File: src/rtl/systolic_pkg.sv
// Shared constants for the systolic array edge feeder.
// FSM encoding, default geometry and counter sizing helper.
package systolic_pkg;

  localparam int DATA_WIDTH_DEF = 4;
  localparam int ARRAY_DIM_DEF  = 4;

  localparam logic [1:0] S_IDLE   = 2'd0;
  localparam logic [1:0] S_LOAD   = 2'd1;
  localparam logic [1:0] S_STREAM = 2'd2;
  localparam logic [1:0] S_DRAIN  = 2'd3;

  function automatic int cnt_width(input int dim);
    return $clog2(dim) + 1;
  endfunction

endpackage

File: src/rtl/skew_delay_line.sv
// Fixed-depth shift register carrying a {valid, data} pair.
// Depth 1 acts as a plain output register.
module skew_delay_line #(
  parameter int DATA_WIDTH = 4,
  parameter int DEPTH      = 1
) (
  input  logic                  clk,
  input  logic                  reset,
  input  logic                  valid_i,
  input  logic [DATA_WIDTH-1:0] data_i,
  output logic                  valid_o,
  output logic [DATA_WIDTH-1:0] data_o
);

  logic [DATA_WIDTH:0] sr_q [DEPTH];

  // shift one stage per cycle, unconditionally
  always_ff @(posedge clk or posedge reset) begin
    if (reset) begin
      for (int k = 0; k < DEPTH; k++) sr_q[k] <= '0;
    end else begin
      sr_q[0] <= {valid_i, data_i};
      for (int k = 1; k < DEPTH; k++) sr_q[k] <= sr_q[k-1];
    end
  end

  assign valid_o = sr_q[DEPTH-1][DATA_WIDTH];
  assign data_o  = sr_q[DEPTH-1][DATA_WIDTH-1:0];

endmodule

File: src/rtl/systolic_feeder.sv
// Edge feeder for the PE array: weight-row loader plus
// diagonally skewed activation streamer.
module systolic_feeder
  import systolic_pkg::*;
#(
  parameter int DATA_WIDTH = DATA_WIDTH_DEF,
  parameter int ARRAY_DIM  = ARRAY_DIM_DEF
) (
  input  logic                            clk,
  input  logic                            reset,
  input  logic                            start_load,
  input  logic                            start_stream,
  input  logic                            w_valid,
  output logic                            w_ready,
  input  logic [ARRAY_DIM*DATA_WIDTH-1:0] w_row,
  input  logic                            a_valid,
  output logic                            a_ready,
  input  logic                            a_last,
  input  logic [ARRAY_DIM*DATA_WIDTH-1:0] a_vec,
  output logic                            pe_load,
  output logic [ARRAY_DIM*DATA_WIDTH-1:0] pe_weight,
  output logic [ARRAY_DIM*DATA_WIDTH-1:0] pe_val,
  output logic [ARRAY_DIM-1:0]            pe_val_valid,
  output logic                            busy,
  output logic                            done
);

  localparam int DW    = DATA_WIDTH;
  localparam int VW    = ARRAY_DIM * DATA_WIDTH;
  localparam int CNT_W = cnt_width(ARRAY_DIM);
  localparam logic [CNT_W-1:0] LAST_CNT =
    CNT_W'(ARRAY_DIM - 1);

  logic [1:0]       state_q, state_d;
  logic [CNT_W-1:0] row_cnt_q, row_cnt_d;
  logic [CNT_W-1:0] drain_cnt_q, drain_cnt_d;
  logic             done_q, done_d;
  logic             load_q, load_d;
  logic [VW-1:0]    weight_q, weight_d;
  logic             w_ready_q, a_ready_q, busy_q;
  logic             w_hs, a_hs;

  assign w_hs = w_valid & w_ready_q;
  assign a_hs = a_valid & a_ready_q;

  // next-state, counters and weight-path decisions
  always_comb begin
    state_d     = state_q;
    row_cnt_d   = row_cnt_q;
    drain_cnt_d = drain_cnt_q;
    done_d      = 1'b0;
    load_d      = 1'b0;
    weight_d    = weight_q;
    case (state_q)
      S_IDLE: begin
        if (start_load) begin
          state_d   = S_LOAD;
          row_cnt_d = '0;
        end else if (start_stream) begin
          state_d = S_STREAM;
        end
      end
      S_LOAD: begin
        if (w_hs) begin
          load_d   = 1'b1;
          weight_d = w_row;
          if (row_cnt_q == LAST_CNT) begin
            state_d   = S_IDLE;
            done_d    = 1'b1;
            row_cnt_d = '0;
          end else begin
            row_cnt_d = row_cnt_q + 1'b1;
          end
        end
      end
      S_STREAM: begin
        if (a_hs && a_last) begin
          state_d     = S_DRAIN;
          drain_cnt_d = '0;
        end
      end
      S_DRAIN: begin
        // leave so done lands with the last row's element
        drain_cnt_d = drain_cnt_q + 1'b1;
        if (drain_cnt_d == LAST_CNT) begin
          state_d     = S_IDLE;
          done_d      = 1'b1;
          drain_cnt_d = '0;
        end
      end
      default: state_d = S_IDLE;
    endcase
  end

  // state, counters and registered control outputs
  always_ff @(posedge clk or posedge reset) begin
    if (reset) begin
      state_q     <= S_IDLE;
      row_cnt_q   <= '0;
      drain_cnt_q <= '0;
      done_q      <= 1'b0;
      load_q      <= 1'b0;
      weight_q    <= '0;
      w_ready_q   <= 1'b0;
      a_ready_q   <= 1'b0;
      busy_q      <= 1'b0;
    end else begin
      state_q     <= state_d;
      row_cnt_q   <= row_cnt_d;
      drain_cnt_q <= drain_cnt_d;
      done_q      <= done_d;
      load_q      <= load_d;
      weight_q    <= weight_d;
      w_ready_q   <= (state_d == S_LOAD);
      a_ready_q   <= (state_d == S_STREAM);
      busy_q      <= (state_d != S_IDLE);
    end
  end

  for (genvar i = 0; i < ARRAY_DIM; i++) begin : g_row
    logic [DW-1:0] din;
    assign din = a_hs ? a_vec[i*DW +: DW] : '0;
    skew_delay_line #(
      .DATA_WIDTH(DW),
      .DEPTH     (i + 1)
    ) u_skew (
      .clk    (clk),
      .reset  (reset),
      .valid_i(a_hs),
      .data_i (din),
      .valid_o(pe_val_valid[i]),
      .data_o (pe_val[i*DW +: DW])
    );
  end

  assign w_ready   = w_ready_q;
  assign a_ready   = a_ready_q;
  assign pe_load   = load_q;
  assign pe_weight = weight_q;
  assign busy      = busy_q;
  assign done      = done_q;

endmodule

File: config.mk
export PLATFORM = sky130hd
export DESIGN_NAME = systolic_feeder
export DESIGN_NICKNAME = d
export VERILOG_FILES = /design/src/rtl/systolic_pkg.sv /design/src/rtl/skew_delay_line.sv /design/src/rtl/systolic_feeder.sv
export SDC_FILE = /design/constraint.sdc
export NUM_CORES = 1
export LEC_CHECK = 0
export CAP_MARGIN = 20
export CORE_MARGIN = 3
export CORE_UTILIZATION = 49
export DETAILED_ROUTE_END_ITERATION = 10
export PLACE_DENSITY = 0.83
export SLEW_MARGIN = 30
export SYNTH_ARGS = -nofsm -noshare
export SYNTH_HDL_FRONTEND = slang
export SYNTH_SLANG_ARGS = --single-unit
File: constraint.sdc
create_clock -name clk -period 3.6 [get_ports clk]
set_input_delay 0.72 -clock clk [delete_from_list [all_inputs] [get_ports clk]]
set_output_delay 0.72 -clock clk [all_outputs]
set_load 0.05 [all_outputs]
Yosys cells after proc, flatten, opt, wreduce, memory -nomap -nowiden
Cells that the tools add are included.
Word-level totals
  input bits: 39
  word-level logic and storage cells: 65
  output and inout port bits: 41
  bits in registers: 79
Cells by class
  reduce and logical (&&, ||, !) cells: 8
  eq/ne operators: 10
  mux-type cells: 24
  $add $sub $neg: 2
  bitwise gates (word level): 2
Operators by type and width (number)
  4-bit two-way mux: 4
  3-bit two-way mux: 5
  2-bit two-way mux: 6
  3-bit case mux with 2 select lines: 2
  2-bit case mux with 4 select lines: 1
  3-bit by 1-bit adder with 3-bit output, second input constant: 2
  2-bit == test, second input constant: 3
  3-bit by 2-bit == test with 1-bit output, second input constant: 2
  2-bit != test, second input constant: 3
  2-bit nonzero test: 3
  1-bit two-way mux: 5
  2-bit by 1-bit == test with 1-bit output, second input constant: 2
  2-bit AND reduction: 2
  3-bit AND reduction: 1
  1-bit AND: 2
  2-bit zero test: 1
  1-bit case mux with 2 select lines: 1
  1-bit logical AND: 1

Longest topological paths before layout
  depth after elaboration: 5
  mapped depth: 4
  gate-level depth less buffers: 4

Modules after synthesis
From an unflattened synthesis, not the netlist that was laid out.
Unflattened totals
  cells, all modules: 174
  area, all modules: 2745.1 um^2
Modules (own cells, without submodules)
  systolic_feeder: instances 1, cells an instance 108, area an instance 1388.8 um^2
  skew_delay_line (g_row[3].u_skew): instances 1, cells an instance 25, area an instance 534.3 um^2
  skew_delay_line (g_row[2].u_skew): instances 1, cells an instance 20, area an instance 409.1 um^2
  skew_delay_line (g_row[1].u_skew): instances 1, cells an instance 15, area an instance 284.0 um^2
  skew_delay_line (g_row[0].u_skew): instances 1, cells an instance 6, area an instance 128.9 um^2

Worst setup path after synthesis
OpenSTA, ideal clock, no wires.
  path kind: input-to-reg
  start: input port start_load
  end: register a_ready_q (netlist: a_ready)
  data required time: 3.535 ns
  path buffers: 0
  arrival: 1.432 ns
  slack: 2.103 ns
  stages on the path: 3
  cell sequence: or3b_1 > a32oi_2 > o211a_1
On the way
  cells in the longest elaborated chain, start to end: 3
Ends and longest elaborated chain
  start, declared: line systolic_feeder.sv:11  | input logic start_load,
  2-bit two-way mux: line systolic_feeder.sv:56  | if (start_load) begin
  2-bit case mux with 4 select lines: line systolic_feeder.sv:54  | case (state_q)
  via state_d[1]: line systolic_feeder.sv:34  | logic [1:0] state_q, state_d;
  2-bit == test: line systolic_feeder.sv:115  | a_ready_q <= (state_d == S_STREAM);
  end signal, assigned: line systolic_feeder.sv:115
  end, declared: line systolic_feeder.sv:40  | logic w_ready_q, a_ready_q, busy_q;
The timed path passes the listed nets, and every way through them passes these cells.
A chain may end at the register's enable or synchronous reset.

Worst setup path after layout
  start: register a_ready_q (netlist: a_ready)
  end: output port a_ready
RTL lines
  end, declared: line systolic_feeder.sv:17  | output logic a_ready,
No word-level cell between the ends.

==> metrics.txt <==
complex-gate fraction of the synthesized area=0.0452; Post-Place Cell Area=3340 um2; Max VDD drop=0.440 mV; Post-Place Cells=298; sequential share of power=0.392; flops & latches, synth=73; Adder-Cell Fraction of Synth Area=0.0144; EDFF count, synth=0; share of layout cells above drive strength 1=0.150; drt drc=0; post-DP HPWL=3300 um; drt first pass iters=3; largest net degree at the start of global routing=34; crit-path max FO=20; crit path cell chain=clkdlybuf4s50_1; CTS max path bufs=2; Bufs and invs on worst path=1; Pleak=between 1.5 and 2 nW; H-Tree Depth=3; RSZ-0062 raised after global routing=no; total of max-cap violations=0; routed via count=1485; worst-margin pin slew=0.644 ns; die area=6220 um2; Antenna Cells=0; I/O Buffers=79; Final Hold Viols=0; CTS tree=yes; vias in the first global route=1546; die extent in x=78.9 um; final std cells w/o fill=around 310; first-pass GRT wire length=7620 um; post-synthesis sequential area ratio=0.702; switching power=between 1 and 1.5 mW; Min-Delay Path Class=reg -> reg; Overall Global Routing Usage=0.166; post-synthesis cell count=170; post_cts resized=0; Comb pwr share=0.374; clk sinks=between 70 and 80; Net Sw Frac=0.368; mean number of vias per cell=4.74; Post-CTS Setup Bufs=0; DRT Wirelength=4540 um; antenna violations before repair=0; root buffer cell=clkbuf_8; synth unique cells=32; Core Region=4910 um2; YS warnings=0; top-level I/O count=80; Tot Pwr=2.91 mW; clock skew=0.00636 ns; grt total ovfl=0; kind of critical path=reg -> out; Sum Neg Setup Slack=0 ns; syn nets=212; Cell Rows=25; FF-to-FF setup slack=approximately 2.0 ns; Final ANT Viol Nets=0; slowest CP cell=clkdlybuf4s50_1; Pins Over Slew Limit=0; die height=~80 um; Starting Density=0.530; area growth from synthesis to layout=36.8%; fin util=0.725; Final period util=0.705; Data required, critical path=2.88 ns; clk_lat worst skew=~0.33 ns; mux contribution to synthesized area=0.0885; Crit path arrival time=1.82 ns; 1st-iter DRT viols=42; design area=3560 um2; Mean Syn Cell Area=~15 um2; TritonCTS buffer count=9; Cell Area, Synth=2600 um2; RePlAce Congestion=around 0.73; Int Pwr=1.84 mW; Slew headroom=0.570; Final Setup Violations=0; Clk pwr share=0.234; clk slew on worst S/H paths=approximately 0.070 ns; Top FF cell, synth=dfrtp_1; outcome=finished, final reports clean; Synth Area in XOR/XNOR=0.00337; asr flop ratio synth=1.00; CTS Hold Buffers Added=0; cell family with most CP delay=buffers and inverters; Power per Cell Area=approximately 800 nW/um2; f_max=394 MHz; WL per Instance=14.5 um; main combinational cell family by area after synthesis=multiplexers; Crit. End Element=primary output; fin crit period=between 2 and 3 ns; Post-Synth Simple-Gate Area=0.0798; crit-path max cell delay=approximately 0.89 ns; # nets final=284; startpoint types=flip-flop
-- state kept, by name, indices dropped and copies added (netlist names) --
signal	cells
g_row.u_skew.sr_q	29
done	1
a_ready	1
state_q	2
pe_weight	16
drain_cnt_q	3
row_cnt_q	3
g_row.u_skew.valid_o	3
pe_load	1
w_ready	1
busy	1
g_row.u_skew.data_o	12
-- power groups by stage --
stage | clock network (mW) | registers [mW] | logic (mW)
2_1_floorplan | 0 | 1.47 | 0.456
6_report | 0.681 | 1.14 | 1.09
5_1_grt | 0.737 | 1.18 | 1.14
3_5_place_dp | 0 | 1.16 | 1.09
4_1_cts | 0.700 | 1.14 | 1.10
3_3_place_gp | 0 | 1.15 | 1.08
-- worst paths after layout --
path	start	endpoint	cells after the start
max reg2reg	state_q[0]	pe_weight[5]	3
min	g_row[3].u_skew.sr_q[16]	g_row[3].u_skew.sr_q[11]	0
max in group asynchronous	reset	pe_weight[2]	3
min in group asynchronous	reset	g_row[3].u_skew.sr_q[6]	2
min reg2reg	g_row[3].u_skew.sr_q[16]	g_row[3].u_skew.sr_q[11]	0
max	a_ready	a_ready	1
-- logic make-up after synthesis --
kind of cell,count (synthesis)
AOI/OAI and AO/OA,17
adders and majority gates,3
muxes,18
DFF,73
and+or+nand+nor,32
buffers and inverters,26
xor gates and xnor gates,1
-- placed cells by master (no fill, tap or decap), drive strengths merged, types with 3 or more instances in the layout --
master          n
and3           16
clkbuf         10
clkdlybuf4s50  79
dfrtp          73
ha              3
inv             6
mux2           16
nand2           3
nand2b          3
nand3           4
o21ai           5
-- metrics by stage --
step	hold slack, ns	worst slack (ns)
finish	0.345	1.06
global route	0.354	0.931
CTS	0.346	1.02
detailed placement	0.335	1.37
global placement	0.332	1.40
floorplan	0.331	1.03
-- layout make-up --
cell class | count | area (um2)
Inverter | 6 | 22.5
Clock inverter | 5 | 80.1
Sequential cell | 73 | 1830
Fill cell | 353 | 1350
Clock buffer | 10 | 138
Tap cell | 67 | 83.8
Timing Repair Buffer | 81 | 806
Multi-Input combinational cell | 71 | 602
-- cells in the mapped netlist, types with 3 or more instances --
cell      instances  area share
nand3_1           3      0.0058
and3_1           16       0.038
nand2_1           3      0.0043
buf_4            16       0.046
o21ai_0           5      0.0096
nand2b_1          3      0.0072
mux2_4            8       0.046
dfrtp_1          73        0.70
mux2_2            8       0.035
inv_1             6      0.0087
ha_1              3       0.014
-- layer usage --
| layer | GRT usage | vias up | wire (um) |
|---|---|---|---|
| met3 | 0.0385 | 8 | 171 |
| met5 | 0 | - | 0 |
| li1 | - | 707 | - |
| met2 | 0.272 | 43 | 2370 |
| met1 | 0.203 | 727 | 1910 |
| met4 | 0.0928 | 0 | 86 |
(Power assumes the default switching activity.)
==> variant 1: new RTL, same flow settings <==
Set the package constant `ARRAY_DIM_DEF` to 3 (it was 4).
--- a/src/rtl/systolic_pkg.sv
+++ b/src/rtl/systolic_pkg.sv
@@ -3,7 +3,7 @@
 package systolic_pkg;
 
   localparam int DATA_WIDTH_DEF = 4;
-  localparam int ARRAY_DIM_DEF  = 4;
+  localparam int ARRAY_DIM_DEF  = 3;
 
   localparam logic [1:0] S_IDLE   = 2'd0;
   localparam logic [1:0] S_LOAD   = 2'd1;
Interface: changed (5 resized); port bits go from 80 to 63. No check against the original RTL was run, so the function may have changed too.
==> variant 1 against the unedited design <==
  * Area after synthesis down 24%
  * Sequential cell count is 21 lower
  * Worst setup slack better by 0.10 ns
  * Synthesized cell count decreased by 1.2%
  * Critical endpoint unchanged
  * Non-clock buffer count shrank 19
  * Total power shrank 25%
  * Die area fell by 22%
  * Critical path depth unchanged
  * First-iteration DRC count grew 50%
  * Maximum frequency increased by 4.2%
  * Critical path type unchanged
  * Wire length is 19% lower
  * Design area is 25% lower
  * Largest power group is now combinational cells
==> variant 1: results (changes against the unedited design) <==
status: "finished, final reports clean"
final.setup.worst_slack_ns: 1.16  # +0.101 ns
dp_slack_ns: 1.32  # -0.0452 ns
clk_pin_slew_ns: 0.09  # +0.02 ns
final.setup_skew_ns: 0.00538  # -0.000976 ns
final_nets: 253  # -11%
firstDrtPassIters: 4  # +1
grt_usage_pct: 16.3  # -0.30 points
numCtsBuffers: 5  # -4
peakVddDrop_mv: 0.515  # +17%
vias_per_cell: 4.83  # +1.9%
drive_gt1_share_pct: 7.69  # -7.3 points
ff2ff_path_depth: 4  # +1
routabilityCongestion: 0.827  # +14%
reg2reg_slack_ns: 2.00  # +0.05 ns
dpl.hpwl_mm: 2.64  # -20%
max_stage_delay_ns: 0.87  # -0.02 ns
ys_types: 36  # +13%
wl_met3_microns: 193  # +13%
routedWlPerCell_microns: 13.6  # -6.3%
critPathMaxFanout: 15  # -25%
largest_reg_flops: 17  # -41%
startpoint: "a_ready$_DFF_PP0_"
grt_max_degree: 53  # +56%
holdPathEnd: "g_row[1].u_skew.data_o[1]$_DFF_PP0_"
synth_area_leaders: "dfrtp_1 (65%), nand2_1 (7.2%), buf_4 (4.5%)"
grt_pass1_wl_mm: 6.23  # -18%
met1_length_mm: 1.66  # -13%
tightest_slew_ns: 0.601  # -0.0426 ns
synth.avg_cell_area_sq_um: 11.8  # -23%
clock_latency_ns: 0.30  # -0.03 ns
cp_data_arrival_time_ns: 1.72  # -0.10 ns
fin_cells: 269  # -14%
whs_ns: 0.352  # +0.00748 ns
synth-seq-area-share_pct: 65.5  # -4.7 points
drtIter0Drc: 63  # +50%
min_from: "g_row[1].u_skew.sr_q[6]$_DFF_PP0_"
htree_levels: 2  # -1
switching_share_pct: 40.6  # +3.8 points
synth_nets: 201  # -5.2%
cellLeakagePower_nw: 1.32  # -24%
io_buffer_count: 62  # -22%
placed_area_sq_um: 2540  # -24%
fin_crit_sh_pct: 67.7  # -2.8 points
variant 1: layout make-up:
type	instances	area (sq um)
clock buffers	6	82.6
clock inverters	2	38.8
fillers	279	1100
inverters	8	33.8
multi-input cells	91	529
flip-flops and latches	52	1300
well taps	48	60.1
repair buffers	62	621
variant 1: routing by layer:
metal	track usage (%)	vias up
met5	0	-
met4	5.74	0
met3	4.20	5
met2	26.0	40
met1	21.7	612
li1	-	643
variant 1: power groups by stage:
stage               registers, mW  logic, mW  clock network [mW]
floorplan                    1.12      0.390                   0
global placement            0.859      0.901                   0
detailed placement          0.865      0.914                   0
CTS                         0.854      0.921               0.421
global route                0.877      0.982               0.439
finish                      0.852      0.913               0.410
variant 1: logic make-up after synthesis:
| group | after synthesis | synth area share, % |
|---|---|---|
| compound gates | 15 | 5.29 |
| flops | 52 | 65.5 |
| fa+ha+maj | 2 | 1.26 |
| simple gates | 70 | 18.0 |
| mux | 3 | 1.64 |
| xor+xnor | 1 | 0.441 |
| buf+inv | 25 | 7.87 |
==> variant 2: new RTL, same flow settings <==
Without the edit above. Compare `row_cnt_q` against `LAST_CNT` with >= in place of ==.
--- a/src/rtl/systolic_feeder.sv
+++ b/src/rtl/systolic_feeder.sv
@@ -64,7 +64,7 @@
         if (w_hs) begin
           load_d   = 1'b1;
           weight_d = w_row;
-          if (row_cnt_q == LAST_CNT) begin
+          if (row_cnt_q >= LAST_CNT) begin
             state_d   = S_IDLE;
             done_d    = 1'b1;
             row_cnt_d = '0;
Behaviour: no difference found for any inputs over 10 cycles, from zero or initial values and one cycle with reset high; that may be too few to reach the edited logic, so the function may still have changed.
==> variant 2 against the unedited design <==
  * Area after synthesis up 0.58%
  * Total power down 0.97%
  * Worst setup slack worse by 0.046 ns
  * Synthesized cell count up 21%
  * Non-clock buffer count down 1
  * Design area up 0.77%
  * Combinational power down 6%
  * Sequential cell count unchanged
  * Sequential power about the same
  * Critical path depth unchanged
  * Wire length up 13%
==> variant 2: results (changes against the unedited design) <==
dp_slack_ns: 1.09  # -0.271 ns
firstDrtPassIters: 4  # +1
synth-async-reset-ratio_pct: 100  # unchanged
fillers: 377  # +6.8%
status: "finished, final reports clean"
grt_pass1_wl_mm: 8.47  # +11%
r2r-start: "state_q[1]$_DFF_PP0_"
final_nets: 316  # +11%
synth_ff_type: "dfrtp_1"
clk_pin_slew_ns: 0.08
synth_edf_count: 0  # unchanged
drv_slew: 0  # unchanged
holdCritPathClass: "reg -> reg"
io_buffer_count: 79  # unchanged
cp_top_family: "buffers and inverters"
slew_headroom_pct: 64.3  # +7.3 points
hold_depth: 0  # unchanged
root_buffer: "clkbuf_8"
cts_max_path_buffers: 2  # unchanged
max_stage_delay_ns: 0.90
peakVddDrop_mv: 0.497  # +13%
cts_setup_buffers: 0  # unchanged
final.setup_skew_ns: 0.00699  # +0.000631 ns
startpoint: "a_ready$_DFF_PP0_"
drtIter0Drc: 62  # +48%
cellLeakagePower_nw: 1.79  # +3.9%
antenna_found_initial: 0  # unchanged
postCtsResizedCells: 0  # unchanged
grt_usage_pct: 18.2  # +1.6 points
ys_types: 31  # -3.1%
vias_per_cell: 4.80  # +1.2%
synth_common_cells: "dfrtp_1 (73), nand2_1 (49), and3_1 (17), buf_4 (16), inv_1 (6)"
yosysWarnings: 0  # unchanged
dp_cells: 329  # +10%
largest_reg_flops: 29  # unchanged
first_global_vias: 1720  # +11%
drive_gt1_share_pct: 8.99  # -6.0 points
routedWlPerCell_microns: 14.8  # +2.3%
synth-seq-area-share_pct: 69.8  # -0.40 points
clock_latency_ns: 0.34
synth_cells: 205  # +21%
routed_wl_mm: 5.11  # +13%
min_from: "g_row[1].u_skew.sr_q[7]$_DFF_PP0_"
ff2ff_path_depth: 4  # +1
top_register: "g_row.u_skew.sr_q"
grt_overflow: 0  # unchanged
cp_data_arrival_time_ns: 1.87  # +0.05 ns
grt_max_degree: 60  # +76%
routabilityCongestion: 0.766  # +5.4%
n_antenna_cell: 0  # unchanged
dpl.hpwl_mm: 3.60  # +9.0%
synth_nets: 248  # +17%
cpMaxStageDelayCell: "clkdlybuf4s50_1"
critPathMaxFanout: 19  # -5.0%
htree_levels: 3  # unchanged
numCtsBuffers: 9  # unchanged
synth_area_leaders: "dfrtp_1 (70%), nand2_1 (7.0%), buf_4 (4.6%)"
[variant 2: cell count changes in the layout (fill, tap and decap cells not counted), moves of 4 or more]
cell     unedited run  this run
mux2_2              8         0
nand2_1             3        49
o21ai_0             5         1
mux2_4              8         2
[variant 2: cell type report]
class,instances,area [sq um],share of cell area [%]
Timing Repair Buffer,80,811,22.6
Inverter,7,27.5,0.768
Clock inverter,7,101,2.83
Multi-Input combinational cell,102,612,17.1
Clock buffer,9,124,3.45
Tap cell,67,83.8,2.34
Sequential cell,73,1830,50.9
[variant 2: logic make-up after synthesis]
group | count (synthesis) | share of synthesized area (%)
AND/OR/NAND/NOR | 82 | 15.4
flip-flops | 73 | 69.8
buffers and inverters | 30 | 6.79
AO/OA/AOI/OAI | 13 | 4.49
adder cells (fa/ha/maj) | 4 | 1.91
multiplexers | 3 | 1.53
[variant 2: metrics by stage]
step,cell area (sq um),util (%)
detailed placement,3360,68.0
global route,3590,72.6
CTS,3590,72.6
global placement,3360,68.0
finish,3590,72.6
floorplan,2620,-
[variant 2: worst paths after layout]
check                                                 endpoint  slack, ns
setup / recovery                                       a_ready       1.01
hold / removal             g_row[1].u_skew.data_o[2]$_DFF_PP0_       0.35
setup reg to reg                      row_cnt_q[1]$_DFFE_PP0P_       1.66
hold reg to reg            g_row[1].u_skew.data_o[2]$_DFF_PP0_       0.35
max in group asynchronous  g_row[1].u_skew.data_o[0]$_DFF_PP0_       2.35
min in group asynchronous    g_row[3].u_skew.sr_q[6]$_DFF_PP0_       0.65
[variant 2: metal layers]
layer / vias to the layer above / wire (microns) / GRT usage, %
met2: 61 / 2640 / 29.4
li1: 797 / - / -
met4: 0 / 31 / 8.25
met3: 4 / 305 / 4.31
met1: 795 / 2140 / 23.5
met5: - / 0 / 0
[variant 2: report_power, final]
group          internal (mW)  switching, mW
clock                  0.396          0.303
combinational          0.379          0.656
sequential             0.999          0.145
